<file path="config.mk">
export PLATFORM = sky130hd
export DESIGN_NAME = frog_btn_conditioner
export DESIGN_NICKNAME = d
export VERILOG_FILES = /design/src/rtl/frog_pkg.sv /design/src/rtl/frog_btn_channel.sv /design/src/rtl/frog_btn_conditioner.sv
export SDC_FILE = /design/constraint.sdc
export NUM_CORES = 1
export LEC_CHECK = 0
export CORE_UTILIZATION = 40
export DETAILED_ROUTE_END_ITERATION = 8
export PLACE_DENSITY = 0.62
export SLEW_MARGIN = 20
export SYNTH_ARGS = -nofsm -noshare
export SYNTH_HDL_FRONTEND = slang
export SYNTH_HIERARCHICAL = 1
export SYNTH_SLANG_ARGS = --single-unit
export TNS_END_PERCENT = 10
</file>
<file path="constraint.sdc">
create_clock -name clk -period 2.1 [get_ports clk]
set_input_delay 0.63 -clock clk [delete_from_list [all_inputs] [get_ports clk]]
set_output_delay 0.63 -clock clk [all_outputs]
set_load 0.02 [all_outputs]
</file>
<file path="src/rtl/frog_pkg.sv">
// Shared definitions for the frog button conditioning path: button indices,
// the fixed arbitration order and the default debounce/repeat timing.
package frog_pkg;

    typedef enum logic [1:0] {
        BTN_UP    = 2'd0,
        BTN_DOWN  = 2'd1,
        BTN_LEFT  = 2'd2,
        BTN_RIGHT = 2'd3
    } btn_e;

    localparam int NUM_BTNS = 4;

    localparam int DEF_DEBOUNCE_CYCLES = 500000;
    localparam int DEF_REPEAT_EN       = 1;
    localparam int DEF_REPEAT_DELAY    = 25000000;
    localparam int DEF_REPEAT_PERIOD   = 10000000;

    // Arbitration order, highest priority first: down, up, right, left.
    function automatic btn_e prioBtn(input int rank);
        case (rank)
            0:       return BTN_DOWN;
            1:       return BTN_UP;
            2:       return BTN_RIGHT;
            default: return BTN_LEFT;
        endcase
    endfunction

endpackage

</file>
<file path="src/rtl/frog_btn_channel.sv">
// One button channel: 2-flop synchroniser, debounce counter, rising-edge
// detect on the debounced level and the hold-to-repeat timer.
import frog_pkg::*;

module frog_btn_channel #(
    parameter int DEBOUNCE_CYCLES = DEF_DEBOUNCE_CYCLES,
    parameter int REPEAT_EN       = DEF_REPEAT_EN,
    parameter int REPEAT_DELAY    = DEF_REPEAT_DELAY,
    parameter int REPEAT_PERIOD   = DEF_REPEAT_PERIOD
) (
    input  logic clk,
    input  logic rst,
    input  logic i_raw,
    output logic o_level,
    output logic o_event
);

    localparam int DB_W    = $clog2(DEBOUNCE_CYCLES + 1);
    localparam int RPT_MAX = (REPEAT_DELAY > REPEAT_PERIOD) ? REPEAT_DELAY : REPEAT_PERIOD;
    localparam int RPT_W   = $clog2(RPT_MAX + 1);

    localparam logic [DB_W-1:0]  DB_LAST      = DB_W'(DEBOUNCE_CYCLES - 1);
    localparam logic [RPT_W-1:0] RPT_DELAY_C  = RPT_W'(REPEAT_DELAY);
    localparam logic [RPT_W-1:0] RPT_PERIOD_C = RPT_W'(REPEAT_PERIOD);

    logic             r_sync1;
    logic             r_sync2;
    logic             r_level;
    logic             r_levelPrev;
    logic [DB_W-1:0]  r_dbCnt;
    logic [RPT_W-1:0] r_rptCnt;
    logic             r_rptFirst;

    logic             w_press;
    logic             w_rptHit;
    logic             w_repeat;

    assign w_press  = r_level & ~r_levelPrev;
    assign w_rptHit = (r_rptCnt == (r_rptFirst ? RPT_DELAY_C : RPT_PERIOD_C));
    assign w_repeat = (REPEAT_EN != 0) && r_level && (r_rptCnt != '0) && w_rptHit;

    // Bring the asynchronous button into the clk domain; only r_sync2 is consumed.
    always_ff @(posedge clk or posedge rst) begin
        if (rst) begin
            r_sync1 <= 1'b0;
            r_sync2 <= 1'b0;
        end else begin
            r_sync1 <= i_raw;
            r_sync2 <= r_sync1;
        end
    end

    // Accept a new level only after DEBOUNCE_CYCLES consecutive disagreeing samples.
    always_ff @(posedge clk or posedge rst) begin
        if (rst) begin
            r_level <= 1'b0;
            r_dbCnt <= '0;
        end else if (r_sync2 == r_level) begin
            r_dbCnt <= '0;
        end else if (r_dbCnt == DB_LAST) begin
            r_level <= ~r_level;
            r_dbCnt <= '0;
        end else begin
            r_dbCnt <= r_dbCnt + DB_W'(1);
        end
    end

    // Remember last cycle's debounced level so a 0->1 step gives one press strobe.
    always_ff @(posedge clk or posedge rst) begin
        if (rst) begin
            r_levelPrev <= 1'b0;
        end else begin
            r_levelPrev <= r_level;
        end
    end

    // Repeat timer: counts cycles since the last event, idle (0) while released.
    always_ff @(posedge clk or posedge rst) begin
        if (rst) begin
            r_rptCnt   <= '0;
            r_rptFirst <= 1'b0;
        end else if (!r_level || (REPEAT_EN == 0)) begin
            r_rptCnt   <= '0;
            r_rptFirst <= 1'b0;
        end else if (w_press) begin
            r_rptCnt   <= RPT_W'(1);
            r_rptFirst <= 1'b1;
        end else if (r_rptCnt != '0) begin
            if (w_rptHit) begin
                r_rptCnt   <= RPT_W'(1);
                r_rptFirst <= 1'b0;
            end else begin
                r_rptCnt <= r_rptCnt + RPT_W'(1);
            end
        end
    end

    assign o_level = r_level;
    assign o_event = w_press | w_repeat;

endmodule

</file>
<file path="src/rtl/frog_btn_conditioner.sv">
// Top of the button conditioner: four debounced channels feeding a fixed
// priority arbiter, enable gating and registered one-cycle move pulses.
import frog_pkg::*;

module frog_btn_conditioner #(
    parameter int DEBOUNCE_CYCLES = DEF_DEBOUNCE_CYCLES,
    parameter int REPEAT_EN       = DEF_REPEAT_EN,
    parameter int REPEAT_DELAY    = DEF_REPEAT_DELAY,
    parameter int REPEAT_PERIOD   = DEF_REPEAT_PERIOD
) (
    input  logic       clk,
    input  logic       rst,
    input  logic       en,
    input  logic       btn_up_raw,
    input  logic       btn_down_raw,
    input  logic       btn_left_raw,
    input  logic       btn_right_raw,
    output logic       btnUp,
    output logic       btnDown,
    output logic       btnLeft,
    output logic       btnRight,
    output logic       move,
    output logic [3:0] held
);

    logic [NUM_BTNS-1:0] w_raw;
    logic [NUM_BTNS-1:0] w_level;
    logic [NUM_BTNS-1:0] w_event;
    logic [NUM_BTNS-1:0] w_grant;

    logic [NUM_BTNS-1:0] r_pulse;
    logic                r_move;
    logic [NUM_BTNS-1:0] r_held;

    assign w_raw = {btn_right_raw, btn_left_raw, btn_down_raw, btn_up_raw};

    for (genvar g = 0; g < NUM_BTNS; g++) begin : g_chan
        frog_btn_channel #(
            .DEBOUNCE_CYCLES (DEBOUNCE_CYCLES),
            .REPEAT_EN       (REPEAT_EN),
            .REPEAT_DELAY    (REPEAT_DELAY),
            .REPEAT_PERIOD   (REPEAT_PERIOD)
        ) u_chan (
            .clk     (clk),
            .rst     (rst),
            .i_raw   (w_raw[g]),
            .o_level (w_level[g]),
            .o_event (w_event[g])
        );
    end

    // Grant the single highest-priority event this cycle; losers are simply dropped.
    always_comb begin
        w_grant = '0;
        for (int i = 0; i < NUM_BTNS; i++) begin
            if ((w_grant == '0) && w_event[prioBtn(i)]) begin
                w_grant[prioBtn(i)] = 1'b1;
            end
        end
        if (!en) begin
            w_grant = '0;
        end
    end

    // Register pulses, move and levels together so they line up at the outputs.
    always_ff @(posedge clk or posedge rst) begin
        if (rst) begin
            r_pulse <= '0;
            r_move  <= 1'b0;
            r_held  <= '0;
        end else begin
            r_pulse <= w_grant;
            r_move  <= |w_grant;
            r_held  <= w_level;
        end
    end

    assign btnUp    = r_pulse[BTN_UP];
    assign btnDown  = r_pulse[BTN_DOWN];
    assign btnLeft  = r_pulse[BTN_LEFT];
    assign btnRight = r_pulse[BTN_RIGHT];
    assign move     = r_move;
    assign held     = r_held;

endmodule
</file>
==> summary.md <==
| Metric | Value |
|---|---|
| Period minus WS final | 1.978 ns |
| Die X | 163.3 um |
| Relative slew slack | 0.6244 |
| Clk_lat worst skew | 0.51 ns |
| Area growth from synthesis to layout | 15.97% |
| CTS root buf | clkbuf_16 |
| Share of cells above drive strength 1 | 0.1277 |
| Final core occ | 0.4767 |
| CP Launch Type | flop |
| Least-Margin Pin Slew | 0.5592 ns |
| Final #Nets | 1115 |
| Final count of hold timing violations | 0 |
| Pre-antenna DRT Iters | 4 |
| Required time worst endpoint | 2.50 ns |
| Top post-synthesis cells by area | dfrtp_1 49%, xor2_1 11%, nor2_1 6.9% |
| Peak VDD IR | 0.5487 mV |
| # hold bufs at CTS | 0 |
| Post-synthesis sequential area ratio | 0.4928 |
| Clock slew at reported path FFs | 0.06 ns |
| Pins Over Slew Limit | 0 |
| R2r endpoint | r_pulse[2]$_DFF_PP0_ |
| DRC violations left | 0 |
| Avg Cell Area, Syn | 10.00 um2 |
| WL final | 20.59 mm |
| Clock power frac | 0.501 |
| Most used DFF post-synth | dfrtp_1 |
| Worst r2r src | g_chan[3].u_chan/r_rptCnt[0]$_DFFE_PP0P_ |
| Syn_nets | 1060 |
| Critical Path AT | 2.37 ns |
| Synth cell types | 43 |
| Max-cap violations | 0 |
| Leading area contributor after synthesis | dfrtp_1 |
| F_max | 505.7 MHz |
| GPL Wtd Cong | 0.8136 |
| R2R setup slack | 0.12 ns |
| Hold wc startpoint | g_chan[1].u_chan/r_sync1$_DFF_PP0_ |
| Worst Setup Slack, final | 0.1225 ns |
| WS Path Type | flop to flop |
| Psw | 1721 uW |
| Buffers on Ports | 15 |
| Async set or reset register ratio after synthesis | 1.000 |
| Final setup fails | 0 |
| Post-DP HPWL | 13.91 mm |
| Run status | finished clean |
| DRC marker count from the first detailed-route iteration | 338 |
| Initial Util | 0.4110 |
| Switch share | 0.2056 |
| Die footprint | 26670 um2 |
| Int Pwr | 6647 uW |
| Post-DRT Antenna Nets | 0 |
| Clock sink total | 205 |
| Post-Syn Instances | 1041 |
| Ant. Diodes | 0 |
| Endpoint, Worst Hold | g_chan[1].u_chan/r_sync2$_DFF_PP0_ |
| Comb pwr share | 0.021 |
| Seq cells post-synth | 205 |
| IO Count | 16 |
| Worst-path fanout max | 4 |
| Hold slack | 0.3466 ns |
| Hold Crit Class | flop to flop |
| Die H | 163.3 um |
| Vias | 7421 |
| Cell Rows | 58 |
| Clock Path Buffers | 3 |
| Sequential share of power | 0.478 |
| Final setup skew | 0.005882 ns |
| H-tree depth | 1 |
| Number of enable flip-flop cells after synthesis | 0 |
| Worst setup EP type | flop |
| RSZ-0062 raised after global routing | false |
| Post-route clock period utilization | 0.9417 |
| Inserted Clock Buffers | 24 |
| Share of the synthesized area in the top cell type | 0.4928 |
| Leakage power | 0.005190 uW |
| Vias per cell | 5.146 |
| Pin count of the biggest net entering global routing | 50 |
| Pwr/cell area | 693.1 nW/um2 |
| CTS tree | done |
| First-pass GRT wire length | 36.23 mm |
| Vias in the first global route | 7474 |
| FF-to-FF path depth | 8 |
| Initial antenna violation count | 0 |
| GRT Overall Usage | 0.1630 |
| Dpl ws | -0.01311 ns |
| Total gr overflow | 0 |
| Post-CTS Setup Bufs | 0 |
| Post-Syn Area | 10410 um2 |
| Avg WL per Cell | 14.28 um |
| Syn. warnings | 6 |
| Hold Path Depth | 0 |
| Core Box Area | 25330 um2 |
cells by family after synthesis:
logic type / Yosys count / synth area share
DFF: 205 / 0.4928
xor gates and xnor gates: 160 / 0.1346
and+or+nand+nor: 554 / 0.2827
AOI/OAI and AO/OA: 57 / 0.04820
adders and majority gates: 12 / 0.01442
muxes: 4 / 0.004327
buffers and inverters: 49 / 0.02296
cells in the mapped netlist (all sizes together), types with 9 or more instances:
| master | number |
|---|---|
| and2 | 9 |
| and3 | 33 |
| nand3 | 84 |
| nor4 | 16 |
| and4 | 20 |
| xor2 | 132 |
| xnor2 | 28 |
| dfrtp | 205 |
| nand4 | 44 |
| nor2 | 190 |
| inv | 21 |
| o2111ai | 12 |
| buf | 20 |
| nor3 | 32 |
| nand2 | 85 |
| ha | 12 |
metrics by stage:
stage,power (uW),std cells,instance area [um2],setup TNS [ns]
after floorplan,4181,1041,10410,0
after global placement,4254,1400,11250,-0.02378
after detailed placement,4256,1400,11250,-0.01831
after CTS,8512,1442,12050,0
after global routing,8694,1442,12070,0
final,8368,1442,12070,0
placed cells by master (no fill, tap or decap), types with 5 or more instances in the layout:
cell type and count:
a21oi_1 8, and2_1 8, and3_1 29, and4_1 20
buf_12 10, buf_4 32, clkbuf_1 5, clkbuf_16 25
clkbuf_8 6, clkdlybuf4s50_1 6, dfrtp_1 205, dlygate4sd2_1 9
ha_1 12, inv_1 17, nand2_1 85, nand3_1 76
nand3_2 8, nand4_1 44, nor2_1 190, nor3_1 32
nor4_1 12, o2111ai_2 7, o21ai_0 8, or3_1 8
xnor2_1 28, xor2_1 132
repair_timing:
| item | 4_1_cts | 5_1_grt |
|---|---|---|
| endpoints found under the setup margin | 11 | 3 |
| hold endpoints to repair | 0 | 0 |
| gates resized for setup | 10 | 7 |
| pin swaps | 0 | 1 |
power groups by stage:
| stage | logic, uW | clock network [uW] | registers, uW |
|---|---|---|---|
| floorplan | 114 | 0 | 4070 |
| global placement | 183 | 0 | 4070 |
| detailed placement | 184 | 0 | 4070 |
| CTS | 186 | 4330 | 4000 |
| global route | 209 | 4480 | 4000 |
| finish | 175 | 4190 | 4000 |
layout make-up:
cell class              instances  area (um2)
fillers                      2357       13250
repair buffers                 57       579.3
clock inverters                 6       80.08
clock buffers                  36       726.9
well taps                     330       412.9
flip-flops and latches        205        5130
inverters                      21       78.83
multi-input cells             787        5065
per-layer routing:
layer | track usage | share of wire | routed length, um
met1 | 0.2215 | 0.47 | 9687
met2 | 0.2718 | 0.48 | 9849
met3 | 0.02438 | 0.031 | 643
met4 | 0.03993 | 0.020 | 406
met5 | 0 | 0 | 0
registers in the layout (all words and copies together), names as in the netlist:
signal	count
g_chan.u_chan/r_rptFirst	4
g_chan.u_chan/r_levelPrev	4
held	4
g_chan.u_chan/r_sync2	4
move	1
r_pulse	4
g_chan.u_chan/r_dbCnt	76
g_chan.u_chan/r_sync1	4
g_chan.u_chan/r_rptCnt	100
g_chan.u_chan/o_level	4
worst max-delay path, stage by stage, from the launching register on:
cell	delay (ns)
dfrtp_1	0.37
inv_1	0.07
ha_1	0.13
or4b_4	0.47
nor2b_4	0.16
o2111ai_4	0.15
a21boi_2	0.19
buf_4	0.13
and4b_1	0.19
how the worst max path moves through the flow:
stage | from | endpoint | cells past startpoint
after global routing | g_chan[3].u_chan/r_rptCnt[0]$_DFFE_PP0P_ | r_pulse[2]$_DFF_PP0_ | 8
after detailed placement | g_chan[0].u_chan/r_rptCnt[0]$_DFFE_PP0P_ | r_pulse[3]$_DFF_PP0_ | 8
final | g_chan[3].u_chan/r_rptCnt[0]$_DFFE_PP0P_ | r_pulse[2]$_DFF_PP0_ | 8
after global placement | g_chan[3].u_chan/r_rptCnt[0]$_DFFE_PP0P_ | r_pulse[2]$_DFF_PP0_ | 8
after floorplan | g_chan[1].u_chan/r_rptCnt[0]$_DFFE_PP0P_ | r_pulse[2]$_DFF_PP0_ | 8
after CTS | g_chan[3].u_chan/r_rptCnt[0]$_DFFE_PP0P_ | r_pulse[2]$_DFF_PP0_ | 8
Power figures use the tool's default switching activity.
